[src/rtl/shift_add_mult_ctrl_if.sv]
// Operand/product handshake bundle for the shift-and-add multiplier controller.
// The controller uses the slave view; the operand source/product sink uses master.
interface shift_add_mult_ctrl_if #(
    parameter int WIDTH = 4
);
    logic                 in_valid;
    logic                 in_ready;
    logic [WIDTH-1:0]     a_in;
    logic [WIDTH-1:0]     b_in;
    logic                 out_valid;
    logic                 out_ready;
    logic [2*WIDTH-1:0]   product;

    modport master (
        output in_valid, a_in, b_in, out_ready,
        input  in_ready, out_valid, product
    );

    modport slave (
        input  in_valid, a_in, b_in, out_ready,
        output in_ready, out_valid, product
    );
endinterface

[src/rtl/shift_add_mult_ctrl.sv]
// Sequential shift-and-add multiplier controller driving an external ripple-carry adder.
// Optional MULT_ZERO_SKIP_EN: zero operands go straight to DONE with product 0.
module shift_add_mult_ctrl #(
    parameter int WIDTH = 4
) (
    input  logic                 clk,
    input  logic                 rst_n,
    shift_add_mult_ctrl_if.slave bus,
    output logic [WIDTH-1:0]     add_x,
    output logic [WIDTH-1:0]     add_y,
    output logic                 add_cin,
    input  logic [WIDTH-1:0]     add_s,
    input  logic                 add_cout
);
    localparam int CW = $clog2(WIDTH + 1);
    localparam logic [CW-1:0] LAST = CW'(WIDTH - 1);

    localparam logic [1:0] IDLE = 2'd0;
    localparam logic [1:0] CALC = 2'd1;
    localparam logic [1:0] DONE = 2'd2;

    logic [1:0]       state;
    logic [WIDTH-1:0] acc;
    logic [WIDTH-1:0] q;
    logic [WIDTH-1:0] m;
    logic [CW-1:0]    cnt;

    always_ff @(posedge clk) begin
        if (!rst_n) begin
            state <= IDLE;
            acc   <= '0;
            q     <= '0;
            m     <= '0;
            cnt   <= '0;
        end else begin
            case (state)
                IDLE: begin
                    if (bus.in_valid) begin
                        m   <= bus.a_in;
                        q   <= bus.b_in;
                        acc <= '0;
                        cnt <= '0;
`ifdef MULT_ZERO_SKIP_EN
                        if (bus.a_in == '0 || bus.b_in == '0) begin
                            q     <= '0;
                            state <= DONE;
                        end else begin
                            state <= CALC;
                        end
`else
                        state <= CALC;
`endif
                    end
                end
                CALC: begin
                    // {cout, sum, Q} shifted right one place; Q[0] falls off
                    acc <= {add_cout, add_s[WIDTH-1:1]};
                    q   <= {add_s[0], q[WIDTH-1:1]};
                    cnt <= cnt + 1'b1;
                    if (cnt == LAST) begin
                        state <= DONE;
                    end
                end
                DONE: begin
                    if (bus.out_ready) begin
                        state <= IDLE;
                    end
                end
                default: state <= IDLE;
            endcase
        end
    end

    assign bus.in_ready  = (state == IDLE);
    assign bus.out_valid = (state == DONE);
    assign bus.product   = {acc, q};

    // Adder inputs are forced to zero outside CALC so the adder sees no activity
    assign add_x   = (state == CALC) ? acc : '0;
    assign add_y   = (state == CALC && q[0]) ? m : '0;
    assign add_cin = 1'b0;
endmodule
[src/flat_wrapper.sv]
// flat-port wrapper written by rule: the top's interface ports become plain ports
module shift_add_mult_ctrl_flat 
#(
    parameter int WIDTH = 4
)
  (clk, rst_n, add_x, add_y, add_cin, add_s, add_cout, bus_in_valid, bus_a_in, bus_b_in, bus_out_ready, bus_in_ready, bus_out_valid, bus_product);
  shift_add_mult_ctrl_if #(.WIDTH(WIDTH)) bus_i ();
  input  logic clk;
  input  logic rst_n;
  output logic [WIDTH-1:0] add_x;
  output logic [WIDTH-1:0] add_y;
  output logic add_cin;
  input  logic [WIDTH-1:0] add_s;
  input  logic add_cout;
  input wire logic [$bits(bus_i.in_valid)-1:0] bus_in_valid;
  input wire logic [$bits(bus_i.a_in)-1:0] bus_a_in;
  input wire logic [$bits(bus_i.b_in)-1:0] bus_b_in;
  input wire logic [$bits(bus_i.out_ready)-1:0] bus_out_ready;
  output wire logic [$bits(bus_i.in_ready)-1:0] bus_in_ready;
  output wire logic [$bits(bus_i.out_valid)-1:0] bus_out_valid;
  output wire logic [$bits(bus_i.product)-1:0] bus_product;
  assign bus_i.in_valid = bus_in_valid;
  assign bus_i.a_in = bus_a_in;
  assign bus_i.b_in = bus_b_in;
  assign bus_i.out_ready = bus_out_ready;
  assign bus_in_ready = bus_i.in_ready;
  assign bus_out_valid = bus_i.out_valid;
  assign bus_product = bus_i.product;
  shift_add_mult_ctrl #(.WIDTH(WIDTH)) u_core (.clk(clk), .rst_n(rst_n), .bus(bus_i), .add_x(add_x), .add_y(add_y), .add_cin(add_cin), .add_s(add_s), .add_cout(add_cout));
endmodule
[config.mk]
export PLATFORM = sky130hd
export DESIGN_NAME = shift_add_mult_ctrl_flat
export DESIGN_NICKNAME = d
export VERILOG_FILES = /design/src/rtl/shift_add_mult_ctrl_if.sv /design/src/rtl/shift_add_mult_ctrl.sv /design/src/flat_wrapper.sv
export SDC_FILE = /design/constraint.sdc
export NUM_CORES = 1
export LEC_CHECK = 0
export ABC_AREA = 1
export CORE_ASPECT_RATIO = 1.2
export CORE_MARGIN = 2
export CORE_UTILIZATION = 40
export DETAILED_ROUTE_END_ITERATION = 16
export GPL_TIMING_DRIVEN = 0
export PLACE_DENSITY = 0.85
export REMOVE_ABC_BUFFERS = 1
export SYNTH_ARGS = -nofsm -noshare
export SYNTH_HDL_FRONTEND = slang
export SYNTH_SLANG_ARGS = --single-unit
[constraint.sdc]
create_clock -name clk -period 3.2 [get_ports clk]
set_input_delay 0.64 -clock clk [delete_from_list [all_inputs] [get_ports clk]]
set_output_delay 0.64 -clock clk [all_outputs]
set_load 0.02 [all_outputs]
==> run_results.csv <==
group,metric,value,unit
floorplanning,dieArea,2460,um2
outcome,status,"finished clean",
power_and_ir_drop,p_sw,135,uW
detailed_routing,ant_nets,0,
clocking,cts_hold_buffers,0,
sta,finalCritPeriodShare,0.851,
placement,place_congestion,0.743,
yosys,synth.avg_cell_area,6.69,um2
clocking,cts_resized,0,
clocking,worstSkewPairLatency,0.30,ns
power_and_ir_drop,vdd_ir_drop_max,0.305,mV
cells_and_area,share_of_the_core_filled_with_cells_in_the_final_layout,0.593,
placement,place_hpwl,1410,um
cells_and_area,antenna_cells,0,
yosys,syn-cell-area,830,um2
placement,port_buffers,34,
sta,setup_viol_count_final,0,
critical_path,start_kind,"register",
cells_and_area,multi_input_area,380,um2
power_and_ir_drop,internal_power,324,uW
sta,clock_tree_skew_after_final_layout,0.0115,ns
cells_and_area,regArea,340,um2
power_and_ir_drop,p_leak,0.511,nW
clocking,post_cts.repair.setup_buffers,0,
floorplanning,die_height,53.9,um
cells_and_area,finish.net_count,178,
clocking,cts_inserted_buffers,3,
run,cap_violations,0,
sta,fin_worst_hold_slack,0.470,ns
power_and_ir_drop,power.switching_fraction,0.294,
detailed_routing,avgViaCountPerCell,4.59,
clocking,clock_tree_from_tritoncts,"built",
detailed_routing,drc_errors,0,
critical_path,cp-end-kind,"primary output",
cells_and_area,filler_free_cell_count_of_the_finished_design,178,
detailed_routing,post_drt_wl_per_cell,10.2,um
placement,dpl_cell_area,1160,um2
critical_path,cp_data_arrival_time,2.08,ns
yosys,yosysSeqAreaShare,0.410,
sta,drv_slew,0,
cells_and_area,final_cell_area,1190,um2
floorplanning,rows,18,
yosys,yosys.cell_types.count,18,
clocking,clock_sinks,17,
floorplanning,chipWidth,45.6,um
clocking,htree_num_levels,1,
sta,fin_setup_tns,0,ns
placement,post-place-cells,174,
critical_path,criticalPathCategory,"reg2out",
yosys,synthCells,124,
cells_and_area,fillcell_total,177,
floorplanning,fp.coreArea,2000,um2
power_and_ir_drop,clock_power_share,0.252,
yosys,synthesized_flop_and_latch_total,17,
critical_path,cp_max_fo,10,
floorplanning,io_pins,36,
critical_path,cp_data_required_time,2.56,ns
sta,post_layout_worst_setup_margin,0.476,ns
yosys,yosys_warnings,0,
sta,number_of_hold_slack_violations_in_the_final_timing_report,0,
clocking,clock-root-buffer,"sky130_fd_sc_hd__clkbuf_4",
detailed_routing,firstDrtPassIters,3,
global_route,grt_util_all_layers,0.165,
placement,pre_cts_ws,0.781,ns
global_route,grt_start_max_net_pins,16,
sta,final.min_clock_period,2.72,ns
detailed_routing,total_wire_length,1810,um
detailed_routing,dr.first_iter.drc_count,12,
cells_and_area,areaGrowthSynthToFinish,43.3,%
power_and_ir_drop,total_power,459,uW
cells_and_area,layout-drive-gt1-share,0.0570,
global_route,initial_antenna_violation_count,0,
power_and_ir_drop,power_per_cell_area,386,nW/um2
clocking,cts_buffer_depth,2,
min_path,worst_hold_path_type,"reg2reg",
sta,max_clock_freq,367,MHz
sta,rsz0062_at_grt,"false",
detailed_routing,dr_total_vias,817,
power_and_ir_drop,comb_power_share,0.229,
floorplanning,effective_utilization_at_floorplan,0.414,
clocking,clkSlewWorstSetupHoldPaths,0.11,ns
global_route,gr-total-overflow,0,
global_route,vias_in_the_first_global_route,682,
global_route,global_route_wire_length_before_repair,2890,um
power_and_ir_drop,seqPwrFrac,0.518,
## final timing paths
| check | startpoint | end | slack (ns) | cells past startpoint |
|---|---|---|---|---|
| max | u_core.state[0] | add_y[0] | 0.48 | 5 |
| max reg2reg | u_core.state[0] | u_core.acc[2] | 1.98 | 4 |
| min | u_core.cnt[2] | u_core.cnt[2] | 0.47 | 2 |
| min reg2reg | u_core.cnt[2] | u_core.cnt[2] | 0.47 | 2 |
## worst max-delay path, stage by stage (launching register included)
cell and delay, ns:
sky130_fd_sc_hd__dfxtp_1 0.59, sky130_fd_sc_hd__nand2_4 0.16, sky130_fd_sc_hd__inv_2 0.17, sky130_fd_sc_hd__nand2_1 0.12, sky130_fd_sc_hd__nor2_1 0.12, sky130_fd_sc_hd__clkdlybuf4s50_1 0.62
## registers in the layout, indices dropped and copies added (netlist names)
signal and flops:
u_core.cnt 3, u_core.acc 4, u_core.m 4, u_core.state 2, u_core.q 4
## power by group through the flow
stage          clock, mW  combinational [mW]  sequential (mW)
2_1_floorplan          0              0.0476            0.250
3_3_place_gp           0               0.104            0.242
3_5_place_dp           0               0.107            0.243
4_1_cts            0.121               0.107            0.238
5_1_grt            0.131               0.119            0.240
6_report           0.116               0.105            0.238
## synth_stat cells (all sizes together)
| cell type | instances | share of area |
|---|---|---|
| a21oi | 7 | 0.042 |
| buf | 3 | 0.036 |
| clkbuf | 1 | 0.0045 |
| conb | 1 | 0.0045 |
| dfxtp | 17 | 0.41 |
| ha | 2 | 0.030 |
| inv | 20 | 0.090 |
| nand2 | 33 | 0.16 |
| nand3 | 4 | 0.024 |
| nor2 | 29 | 0.14 |
| o21a | 1 | 0.0091 |
| o21ai | 6 | 0.050 |
## cell families (layout without fill, tap and decap cells)
logic type / after synthesis / in the layout / share of synthesized area
buffers and inverters: 24 / 58 / 0.131
other: 1 / 1 / 0.00452
adder cells (fa/ha/maj): 2 / 2 / 0.0302
AO/OA/AOI/OAI: 14 / 14 / 0.101
flip-flops: 17 / 17 / 0.410
AND/OR/NAND/NOR: 66 / 66 / 0.323
## metal layers
metal	vias up	share of wire	wire length, um	track usage
met4	0	0.029	53	0.123
met3	4	0.044	79	0.0201
met1	359	0.42	758	0.198
met2	21	0.51	921	0.265
li1	433	-	-	-
met5	-	0	0	0
## cells in the final DEF (no fill, tap or decap), types with 2 or more instances in the layout
cell type                         synthesis  layout
sky130_fd_sc_hd__clkdlybuf4s50_1          0      34
sky130_fd_sc_hd__nand2_1                 32      32
sky130_fd_sc_hd__nor2_1                  28      28
sky130_fd_sc_hd__inv_1                   18      18
sky130_fd_sc_hd__dfxtp_1                 17      17
sky130_fd_sc_hd__a21oi_1                  7       7
sky130_fd_sc_hd__o21ai_0                  4       4
sky130_fd_sc_hd__nand3_1                  4       4
sky130_fd_sc_hd__clkbuf_4                 0       3
sky130_fd_sc_hd__inv_2                    2       2
sky130_fd_sc_hd__ha_1                     2       2
## area by class of cell
cell class,instances,share of cell area
Timing Repair Buffer,34,0.286
Clock buffer,3,0.0189
Clock inverter,1,0.00421
Tap cell,20,0.0211
Multi-Input combinational cell,83,0.320
Inverter,20,0.0632
Sequential cell,17,0.286
(Power assumes the default switching activity.)
